<file path="src/rtl/ram_arbiter.sv">
// ram_arbiter: two-port req/gnt arbiter sharing one RAM, registered RAM controls, 2-cycle read return.
// Round robin by default; define ARB_FIXED_PRIO_EN for fixed priority (port 0) with port-1 aging.
`default_nettype none
module ram_arbiter #(
  parameter int WIDTH     = 32,
  parameter int WORD_SIZE = 8,
  parameter int MAX_WAIT  = 4
) (
  input  logic                 clk,
  input  logic                 rst,
  input  logic                 p0_req,
  input  logic                 p1_req,
  input  logic                 p0_we,
  input  logic                 p1_we,
  input  logic [WORD_SIZE-1:0] p0_addr,
  input  logic [WORD_SIZE-1:0] p1_addr,
  input  logic [WIDTH-1:0]     p0_wdata,
  input  logic [WIDTH-1:0]     p1_wdata,
  output logic                 p0_gnt,
  output logic                 p1_gnt,
  output logic                 p0_rvalid,
  output logic                 p1_rvalid,
  output logic [WIDTH-1:0]     p0_rdata,
  output logic [WIDTH-1:0]     p1_rdata,
  output logic                 ram_wr_en,
  output logic [WORD_SIZE-1:0] ram_wr_addr,
  output logic [WORD_SIZE-1:0] ram_rd_addr,
  output logic [WIDTH-1:0]     ram_data_in,
  input  logic [WIDTH-1:0]     ram_data_out
);

  logic                 hs;
  logic                 sel;
  logic                 req_we;
  logic [WORD_SIZE-1:0] req_addr;
  logic [WIDTH-1:0]     req_wdata;
  logic                 rd_s1_valid;
  logic                 rd_s1_port;

`ifdef ARB_FIXED_PRIO_EN
  localparam int                WAIT_W   = $clog2(MAX_WAIT + 1);
  localparam logic [WAIT_W-1:0] WAIT_SAT = WAIT_W'(MAX_WAIT);
  logic [WAIT_W-1:0] wait1;
`else
  logic        last;
  logic [31:0] unused_max_wait;
  assign unused_max_wait = MAX_WAIT;
`endif

  // Grants are combinational so a lone request is accepted in the same cycle.
  always_comb begin
    p0_gnt = 1'b0;
    p1_gnt = 1'b0;
    if (!rst) begin
      if (p0_req && p1_req) begin
`ifdef ARB_FIXED_PRIO_EN
        if (wait1 >= WAIT_SAT) p1_gnt = 1'b1;
        else                   p0_gnt = 1'b1;
`else
        if (last) p0_gnt = 1'b1;
        else      p1_gnt = 1'b1;
`endif
      end else begin
        p0_gnt = p0_req;
        p1_gnt = p1_req;
      end
    end
  end

  assign hs        = p0_gnt | p1_gnt;
  assign sel       = p1_gnt;
  assign req_we    = sel ? p1_we    : p0_we;
  assign req_addr  = sel ? p1_addr  : p0_addr;
  assign req_wdata = sel ? p1_wdata : p0_wdata;

`ifdef ARB_FIXED_PRIO_EN
  always_ff @(posedge clk or posedge rst) begin
    if (rst)                               wait1 <= '0;
    else if (p1_gnt)                       wait1 <= '0;
    else if (p1_req && (wait1 < WAIT_SAT)) wait1 <= wait1 + 1'b1;
  end
`else
  always_ff @(posedge clk or posedge rst) begin
    if (rst)     last <= 1'b0;
    else if (hs) last <= sel;
  end
`endif

  // Stage 1 tracks the cycle the RAM sees the read address; stage 2 is the rvalid cycle.
  always_ff @(posedge clk or posedge rst) begin
    if (rst) begin
      ram_wr_en   <= 1'b0;
      ram_wr_addr <= '0;
      ram_rd_addr <= '0;
      ram_data_in <= '0;
      rd_s1_valid <= 1'b0;
      rd_s1_port  <= 1'b0;
      p0_rvalid   <= 1'b0;
      p1_rvalid   <= 1'b0;
    end else begin
      ram_wr_en   <= hs & req_we;
      rd_s1_valid <= hs & ~req_we;
      if (hs) begin
        if (req_we) begin
          ram_wr_addr <= req_addr;
          ram_data_in <= req_wdata;
        end else begin
          ram_rd_addr <= req_addr;
          rd_s1_port  <= sel;
        end
      end
      p0_rvalid <= rd_s1_valid & ~rd_s1_port;
      p1_rvalid <= rd_s1_valid &  rd_s1_port;
    end
  end

  assign p0_rdata = p0_rvalid ? ram_data_out : '0;
  assign p1_rdata = p1_rvalid ? ram_data_out : '0;

endmodule
`default_nettype wire

</file>
<file path="config.mk">
export PLATFORM = sky130hd
export DESIGN_NAME = ram_arbiter
export DESIGN_NICKNAME = d
export VERILOG_FILES = /design/src/rtl/ram_arbiter.sv
export SDC_FILE = /design/constraint.sdc
export NUM_CORES = 1
export LEC_CHECK = 0
export ABC_AREA = 1
export BUFFER_PORTS_ARGS = -buffer_cell sky130_fd_sc_hd__buf_2
export CAP_MARGIN = 25
export CORE_AREA = 2 2 90 92
export CTS_BUF_LIST = sky130_fd_sc_hd__clkbuf_2
export CTS_CLUSTER_SIZE = 25
export DETAILED_ROUTE_END_ITERATION = 10
export DIE_AREA = 0 0 92 94
export PLACE_DENSITY = 0.85
export SLEW_MARGIN = 20
export SYNTH_ARGS = -nofsm -noshare
export SYNTH_HDL_FRONTEND = slang
export SYNTH_SLANG_ARGS = --single-unit
</file>
<file path="constraint.sdc">
create_clock -name clk -period 2.8 [get_ports clk]
set_input_delay 0.56 -clock clk [delete_from_list [all_inputs] [get_ports clk]]
set_output_delay 0.56 -clock clk [all_outputs]
set_load 0.005 [all_outputs]
</file>
==> qor.yml, run 1 <==
pwr:
  vdd_drop_max_uv: 326
  static-leakage-power_uw: 0.00336
  p_per_area_nw_per_um2: 447
logic_synthesis:
  synth.ff_latch_count: 54
  synthAdderAreaFrac_pct: 0
  synth_area_um2: 3210
  synth_mux_area_share_pct: 0
  synth.distinct_cells: 13
  synth-compound-area-share_pct: 0.664
  syn-num-nets: 624
  synth_top_family_by_area: "simple AND/OR/NAND/NOR gates"
  synthCells: 506
  yosysWarnings: 0
  synth_seq_area_share_pct: 42.2
  syn_avg_cell_area_um2: 6.34
  yosys.area_share.simple_pct: 44.2
  synth-xor-area-share_pct: 0
grt:
  gr-usage-all-layers_pct: 25.2
  grt_pass1_vias: 3555
  antenna_found_initial: 4
  met2_usage_pct: 45.3
  grtUsageMet3_pct: 5.14
  grt_max_degree: 55
  grt-ovfl-total: 0
  grt.busiest_layer: "met2"
  met1_usage_pct: 29.1
  grt_first_pass_wirelength_um: 17300
finish:
  area_delta_synth_final_pct: 41.5
  multi_input_area_um2: 1450
  seqCellArea_um2: 1350
  stdcell_area_um2: 4540
  fin_cells: 832
  nNetsFinal: 846
  layout-drive-gt1-share_pct: 35.4
  nFillCells: 724
cts:
  htree_num_levels: 2
  cts.sinks: 54
  clock_latency_ps: 410
  hold_buffers: 0
  clk_path_buf_depth: 2
  cts_tree: "yes"
  post_cts_buffers: 0
  cts-buffers-inserted: 5
  root_buffer: "clkbuf_2"
  cts.repair.resized: 0
  clk_pin_slew_worst_paths_ps: 250
routing:
  drtIter0Drc: 173
  via_per_inst: 4.74
  drc: 0
  first_pass_iters: 4
  ant_nets: 0
  num_vias: 3947
  wirelength_um: 10900
  post_drt_wl_per_cell_um: 13.1
floorplanning:
  die_h_um: 94
  initial_core_util_pct: 42.1
  rows: 32
  pin_count: 235
  die_w_um: 92
  coreArea_um2: 7610
  die-area_um2: 8650
setup_path:
  cp_max_fo: 24
  cp.required_ps: 2240
  crit_type: "reg -> out"
  end_kind: "primary output"
  arrival_ps: 1620
  cp-start-kind: "register"
outcome:
  status: "completed"
sta:
  hold_viol: 0
  rsz0062_at_grt: "false"
  tightest_slew_ps: 649
  min_period_ps: 2180
  finalClockSkew_ps: 25.1
  clock.fmax_ghz: 0.458
  setup_violations: 0
  drv_slew: 0
  finalCritPeriodShare_pct: 77.9
  slew_headroom_pct: 56.7
  finalSetupTns_ps: 0
placed_design:
  dpl.hpwl_um: 8580
  io_buffers: 234
  dp_cells: 823
  gp_congestion: 0.823
  dpl_cell_area_um2: 4470
min_path:
  hold_path.class: "in -> async"
run:
  maxCapViolCount: 0
## flip-flops by register name, indices dropped and copies added (netlist names)
register     flops
ram_rd_addr      8
ram_wr_addr      8
p1_rvalid        1
last             1
rd_s1_port       1
ram_wr_en        1
rd_s1_valid      1
ram_data_in     32
p0_rvalid        1
## layer usage
| layer | vias up | share of wire [%] | wire length [µm] |
|---|---|---|---|
| met5 | - | 0.25 | 27 |
| met4 | 4 | 2.9 | 317 |
| met3 | 32 | 8.7 | 941 |
| met2 | 211 | 50 | 5480 |
| met1 | 1739 | 38 | 4100 |
| li1 | 1961 | - | - |
## cells in the final DEF, fill, tap and decap left out
master and instances:
inv_1 73, bufinv_16 1, a21oi_4 1, inv_2 2, clkinv_1 1, nor2_1 1, buf_2 234, clkbuf_2 5
buf_4 12, a211oi_1 1, o21ai_0 1, nor2_4 1, nand2_1 248, nand3_2 2, dfrtp_1 54, nand3_1 91
diode_2 2
## cell type report
class                   count  share of cell area [%]
clock buffers               5                   0.552
inverters                  75                    6.21
multi-input cells         346                    32.0
repair buffers            246                    27.8
well taps                 102                    2.81
clock inverters             2                   0.745
diodes                      2                   0.110
flip-flops and latches     54                    29.8
## logic make-up after synthesis
logic type / after synthesis
flip-flops: 54
AO/OA/AOI/OAI: 3
AND/OR/NAND/NOR: 343
buffers and inverters: 106
## through the flow
stage | power [µW] | hold slack, ps | utilization (%) | worst slack [ps]
floorplan | 1320 | 421 | - | 498
global placement | 1650 | 438 | 58.8 | 837
detailed placement | 1680 | 440 | 58.8 | 763
CTS | 2040 | 365 | 59.6 | 607
global route | 2170 | 385 | 59.6 | 481
finish | 2030 | 358 | 59.6 | 618
## where the power goes
group | total, µW | leakage [µW] | internal [µW] | switching (µW)
logic | 663 | 0.00264 | 290 | 373
registers | 997 | 0.000686 | 918 | 78.4
clock network | 368 | 0.0000365 | 144 | 224
## worst paths after layout
path / startpoint / end / slack (ps) / depth (start not counted)
min reg2reg: rd_s1_port$_DFFE_PP0P_ / p0_rvalid$_DFF_PP0_ / 500 / 1
max in group asynchronous: rst / p0_rvalid$_DFF_PP0_ / 2000 / 3
min: rst / ram_data_in[1]$_DFFE_PP0P_ / 360 / 3
max: last$_DFFE_PP0P_ / p1_gnt / 620 / 4
max reg2reg: last$_DFFE_PP0P_ / ram_wr_addr[1]$_DFFE_PP0P_ / 1000 / 7
min in group clk: p1_we / rd_s1_port$_DFFE_PP0P_ / 430 / 4
## Yosys cell counts, drive strengths merged
master  count  area (µm²)
a21oi       1        8.76
buf        15        75.1
clkbuf     16        60.1
inv        75         282
nand3      93         475
nor2        2        10.0
a211oi      1        7.51
nand2     248         931
o21ai       1        5.00
dfrtp      54        1350
## critical path: stages, from the launching register on
cell and delay [ps]:
dfrtp_1 440, nand2_1 110, nand3_2 390, inv_1 140, buf_2 120
Note: power is estimated with default switching activity, not from simulation.
==> inputs of run 2 (changes only) <==
Settings changed: CORE_AREA 2 2 90 92 to 2 2 91 93, DIE_AREA 0 0 92 94 to 0 0 93 95, PLACE_DENSITY 0.85 to 0.83.
Clock period 2.8 ns to 2.24 ns, I/O delays scaled along.
==> qor.yml, run 2 (same netlist as run 1, synthesis figures left out) <==
sta:
  min_period_ps: 2110
  setup_violations: 0
  finalClockSkew_ps: 31.5
  drv_slew: 0
  rsz0062_at_grt: "false"
  finalCritPeriodShare_pct: 94.1
  setup_ws_ps: 132
  clock.fmax_ghz: 0.474
  finalSetupTns_ps: 0
  slew_headroom_pct: 55.5
  tightest_slew_ps: 668
  hold_ws_ps: 183
  hold_viol: 0
routing:
  post_drt_wl_per_cell_um: 13.3
  via_per_inst: 4.69
  drtIter0Drc: 139
  first_pass_iters: 4
  ant_nets: 0
  drc: 0
  wirelength_um: 11100
  num_vias: 3922
setup_path:
  crit_buf_inv: 3
  cp_max_fo: 16
  cp-start-kind: "register"
  critical-path-top-delay-family: "flip-flops"
  cp.depth: 5
  arrival_ps: 1660
  cp_slowest_cell: "dfrtp_1"
  crit_type: "reg -> out"
  cpPeakStageDelay_ps: 470
  reg2reg_depth: 7
  end_kind: "primary output"
  path_cells: "nand2_2, nand3_2, buf_4, inv_1, buf_2"
  regToRegSetupSlack_ps: 550
  cp.required_ps: 1790
grt:
  grt_max_degree: 55
  antenna_found_initial: 2
  grt_first_pass_wirelength_um: 17100
  grt-ovfl-total: 0
  grt_pass1_vias: 3533
  gr-usage-all-layers_pct: 24.7
cts:
  htree_num_levels: 2
  post_cts_buffers: 0
  clock_latency_ps: 480
  cts-buffers-inserted: 5
  clk_pin_slew_worst_paths_ps: 330
  cts.sinks: 54
  cts_tree: "yes"
  clk_path_buf_depth: 2
  root_buffer: "clkbuf_2"
finish:
  final_util_pct: 57.7
  nFillCells: 772
  regMostFlops: "ram_data_in"
  layout-drive-gt1-share_pct: 35.9
  largest_reg_flops: 32
  area_delta_synth_final_pct: 42.7
  final_common_cell: "nand2_1"
  nNetsFinal: 846
  reg_top3: "ram_data_in x32, ram_rd_addr x8, ram_wr_addr x8"
  final_cell_mix: "nand2_1 (247), buf_2 (234), nand3_1 (90), inv_1 (73), dfrtp_1 (54)"
pwr:
  vdd_drop_max_uv: 343
  static-leakage-power_uw: 0.00337
  power_uw: 2620
  p_per_area_nw_per_um2: 574
floorplanning:
  coreArea_um2: 7930
  die_h_um: 95
  die_w_um: 93
  rows: 33
  pin_count: 235
  die-area_um2: 8840
  initial_core_util_pct: 40.4
outcome:
  status: "completed"
placed_design:
  io_buffers: 234
  gp_congestion: 0.808
  dpl.hpwl_um: 8730
  pre_cts_slack_ps: 368
min_path:
  hold_path.class: "in -> async"
run:
  maxCapViolCount: 0
[run 2: worst paths after layout]
check / startpoint / end
min in group clk: p0_wdata[7] / ram_data_in[7]$_DFFE_PP0P_
max in group asynchronous: rst / ram_data_in[25]$_DFFE_PP0P_
max: last$_DFFE_PP0P_ / p1_gnt
min reg2reg: rd_s1_port$_DFFE_PP0P_ / p0_rvalid$_DFF_PP0_
max reg2reg: last$_DFFE_PP0P_ / ram_data_in[22]$_DFFE_PP0P_
min: rst / ram_wr_addr[4]$_DFFE_PP0P_
[run 2: metrics by stage]
step                instance area [µm²]  std cells
floorplan                          3210        506
global placement                   4490        826
detailed placement                 4490        826
CTS                                4570        834
global route                       4570        836
finish                             4570        836
[run 2: timing repair]
item | CTS | global route
resized for setup | 0 | 1
endpoints found under the setup margin | 0 | 1
hold buffers | 0 | 0
hold endpoints to repair | 0 | 0
[run 2: layer usage]
layer  track usage [%]  share of wire [%]
met4              9.19                2.8
met3              4.47                7.6
met1              29.5                 40
met5                 0                  0
met2              44.3                 49
[run 2: worst min-delay path, stage by stage]
cell   delay (ps)
buf_2         150
inv_2          70
buf_4         550
[run 2: where the power goes]
group | leakage (µW) | internal (µW) | switching (µW)
Combinational | 0.00264 | 367 | 472
Clock | 0.0000440 | 198 | 336
Sequential | 0.000686 | 1150 | 101
[run 2: cell type report]
cell class	count	area (µm²)	share of cell area (%)
Antenna cell	2	5.00	0.109
Clock buffer	5	25.0	0.547
Clock inverter	3	47.5	1.04
Inverter	75	282	6.16
Multi-Input combinational cell	346	1460	31.9
Sequential cell	54	1350	29.5
Tap cell	105	131	2.87
Timing Repair Buffer	246	1270	27.9
==> inputs of run 3 (changes only) <==
Settings changed: CORE_AREA 2 2 91 93 to default, CORE_UTILIZATION from default to 41, CTS_BUF_LIST sky130_fd_sc_hd__clkbuf_2 to default, DIE_AREA 0 0 93 95 to default.
==> qor.yml, run 3 (same netlist as run 1, synthesis figures left out) <==
cts:
  cts_tree: "yes"
  root_buffer: "clkbuf_8"
  cts.sinks: 54
  post_cts_buffers: 0
  clk_pin_slew_worst_paths_ps: 100
  clk_path_buf_depth: 2
  clock_latency_ps: 310
  cts-buffers-inserted: 5
  hold_buffers: 0
  htree_num_levels: 2
  cts.repair.resized: 0
sta:
  hold_viol: 0
  clock.fmax_ghz: 0.567
  slew_headroom_pct: 54.8
  min_period_ps: 1760
  finalClockSkew_ps: 10.1
  hold_ws_ps: 403
  setup_violations: 0
  finalSetupTns_ps: 0
  tightest_slew_ps: 678
  finalCritPeriodShare_pct: 78.7
  drv_slew: 0
  setup_ws_ps: 476
  rsz0062_at_grt: "false"
finish:
  reg_top3: "ram_data_in x32, ram_rd_addr x8, ram_wr_addr x8"
  area_delta_synth_final_pct: 44.6
  largest_reg_flops: 32
  nNetsFinal: 848
  regMostFlops: "ram_data_in"
  final_cell_mix: "nand2_1 (248), buf_2 (234), nand3_1 (90), inv_1 (73), dfrtp_1 (54)"
  final_common_cell: "nand2_1"
  layout-drive-gt1-share_pct: 36.0
  nFillCells: 715
setup_path:
  end_kind: "primary output"
  cp.required_ps: 1790
  regToRegSetupSlack_ps: 500
  cp_max_fo: 10
  timing.rr.end: "ram_data_in[5]$_DFFE_PP0P_"
  critical-path-top-delay-family: "flip-flops"
  arrival_ps: 1320
  cp-start-kind: "register"
  cpPeakStageDelay_ps: 420
  cp_slowest_cell: "dfrtp_1"
  r2r-start: "last$_DFFE_PP0P_"
  reg2reg_depth: 7
  cp.depth: 4
  crit_type: "reg -> out"
  worstSetupStartpoint: "last$_DFFE_PP0P_"
  crit_buf_inv: 2
  path_cells: "nand2_1, nand3_2, inv_1, buf_2"
  cp-endpoint: "p1_gnt"
routing:
  ant_nets: 0
  wirelength_um: 11200
  drc: 0
  drtIter0Drc: 140
  num_vias: 3941
  via_per_inst: 4.74
  post_drt_wl_per_cell_um: 13.4
  first_pass_iters: 4
floorplanning:
  rows: 31
  initial_core_util_pct: 43.3
  die-area_um2: 8180
  coreArea_um2: 7410
  die_w_um: 90.4
  pin_count: 235
  die_h_um: 90.4
grt:
  grt-ovfl-total: 0
  gr-usage-all-layers_pct: 27.8
  grt_first_pass_wirelength_um: 18200
  grt_max_degree: 55
  grt_pass1_vias: 3754
  antenna_found_initial: 2
pwr:
  vdd_drop_max_uv: 331
  static-leakage-power_uw: 0.00341
  p_per_area_nw_per_um2: 623
outcome:
  status: "completed"
placed_design:
  io_buffers: 234
  pre_cts_slack_ps: 390
  gp_congestion: 0.894
  dpl.hpwl_um: 8850
min_path:
  hold_path.class: "in -> async"
run:
  maxCapViolCount: 0
==> run 3: cell types whose count changed in the layout (fill, tap and decap cells not counted) <==
cell and change:
inv_6 -2, clkbuf_2 -5, bufinv_16 +1, clkbuf_8 +6, buf_4 +3, nand2_1 +1, nand2_2 -1, buf_12 -1
==> run 3: cell type report <==
class	count	area [µm²]	area share, %
antenna	2	5.00	0.108
clock buffer	6	82.6	1.78
clock inverter	2	60.1	1.30
inverter	75	282	6.07
multi-input combinational	346	1460	31.4
sequential	54	1350	29.1
tap	99	124	2.67
timing repair buffer	248	1280	27.5
==> run 3: worst reg2reg max path, delay by kind of cell, from the launching register on <==
family / cells / cell delay, ps
AND/OR/NAND/NOR: 5 / 620
buffers and inverters: 2 / 640
flip-flops: 1 / 420
==> run 3: worst min-delay path by stage <==
stage                            from                     endpoint  slack [ps]
2_1_floorplan  rd_s1_port$_DFFE_PP0P_          p0_rvalid$_DFF_PP0_         420
3_3_place_gp   rd_s1_port$_DFFE_PP0P_          p0_rvalid$_DFF_PP0_         440
3_5_place_dp   rd_s1_port$_DFFE_PP0P_          p0_rvalid$_DFF_PP0_         430
4_1_cts                           rst  ram_data_in[11]$_DFFE_PP0P_         440
5_1_grt                  p0_wdata[25]  ram_data_in[25]$_DFFE_PP0P_         470
6_report                          rst  ram_data_in[11]$_DFFE_PP0P_         400
==> run 3: layer usage <==
layer / part of all wire [%] / vias up / GRT usage, %
met1: 40 / 1762 / 33.2
met2: 51 / 187 / 49.6
li1: - / 1966 / -
met5: 0 / - / 0
met3: 6.5 / 26 / 4.88
met4: 3.4 / 0 / 10.9
==> run 3: power breakdown <==
| group | internal, µW | switching [µW] |
|---|---|---|
| combinational | 366 | 470 |
| sequential | 1150 | 110 |
| clock | 477 | 315 |
| total | 1990 | 895 |
==> run 3: through the flow <==
step / util [%] / total power (µW) / cell area (µm²) / instances
detailed placement: 60.6 / 2110 / 4490 / 822
finish: 62.6 / 2890 / 4640 / 832
global route: 62.6 / 3060 / 4640 / 832
CTS: 62.5 / 2900 / 4630 / 830
floorplan: - / 1650 / 3210 / 506
global placement: 60.6 / 2080 / 4490 / 822
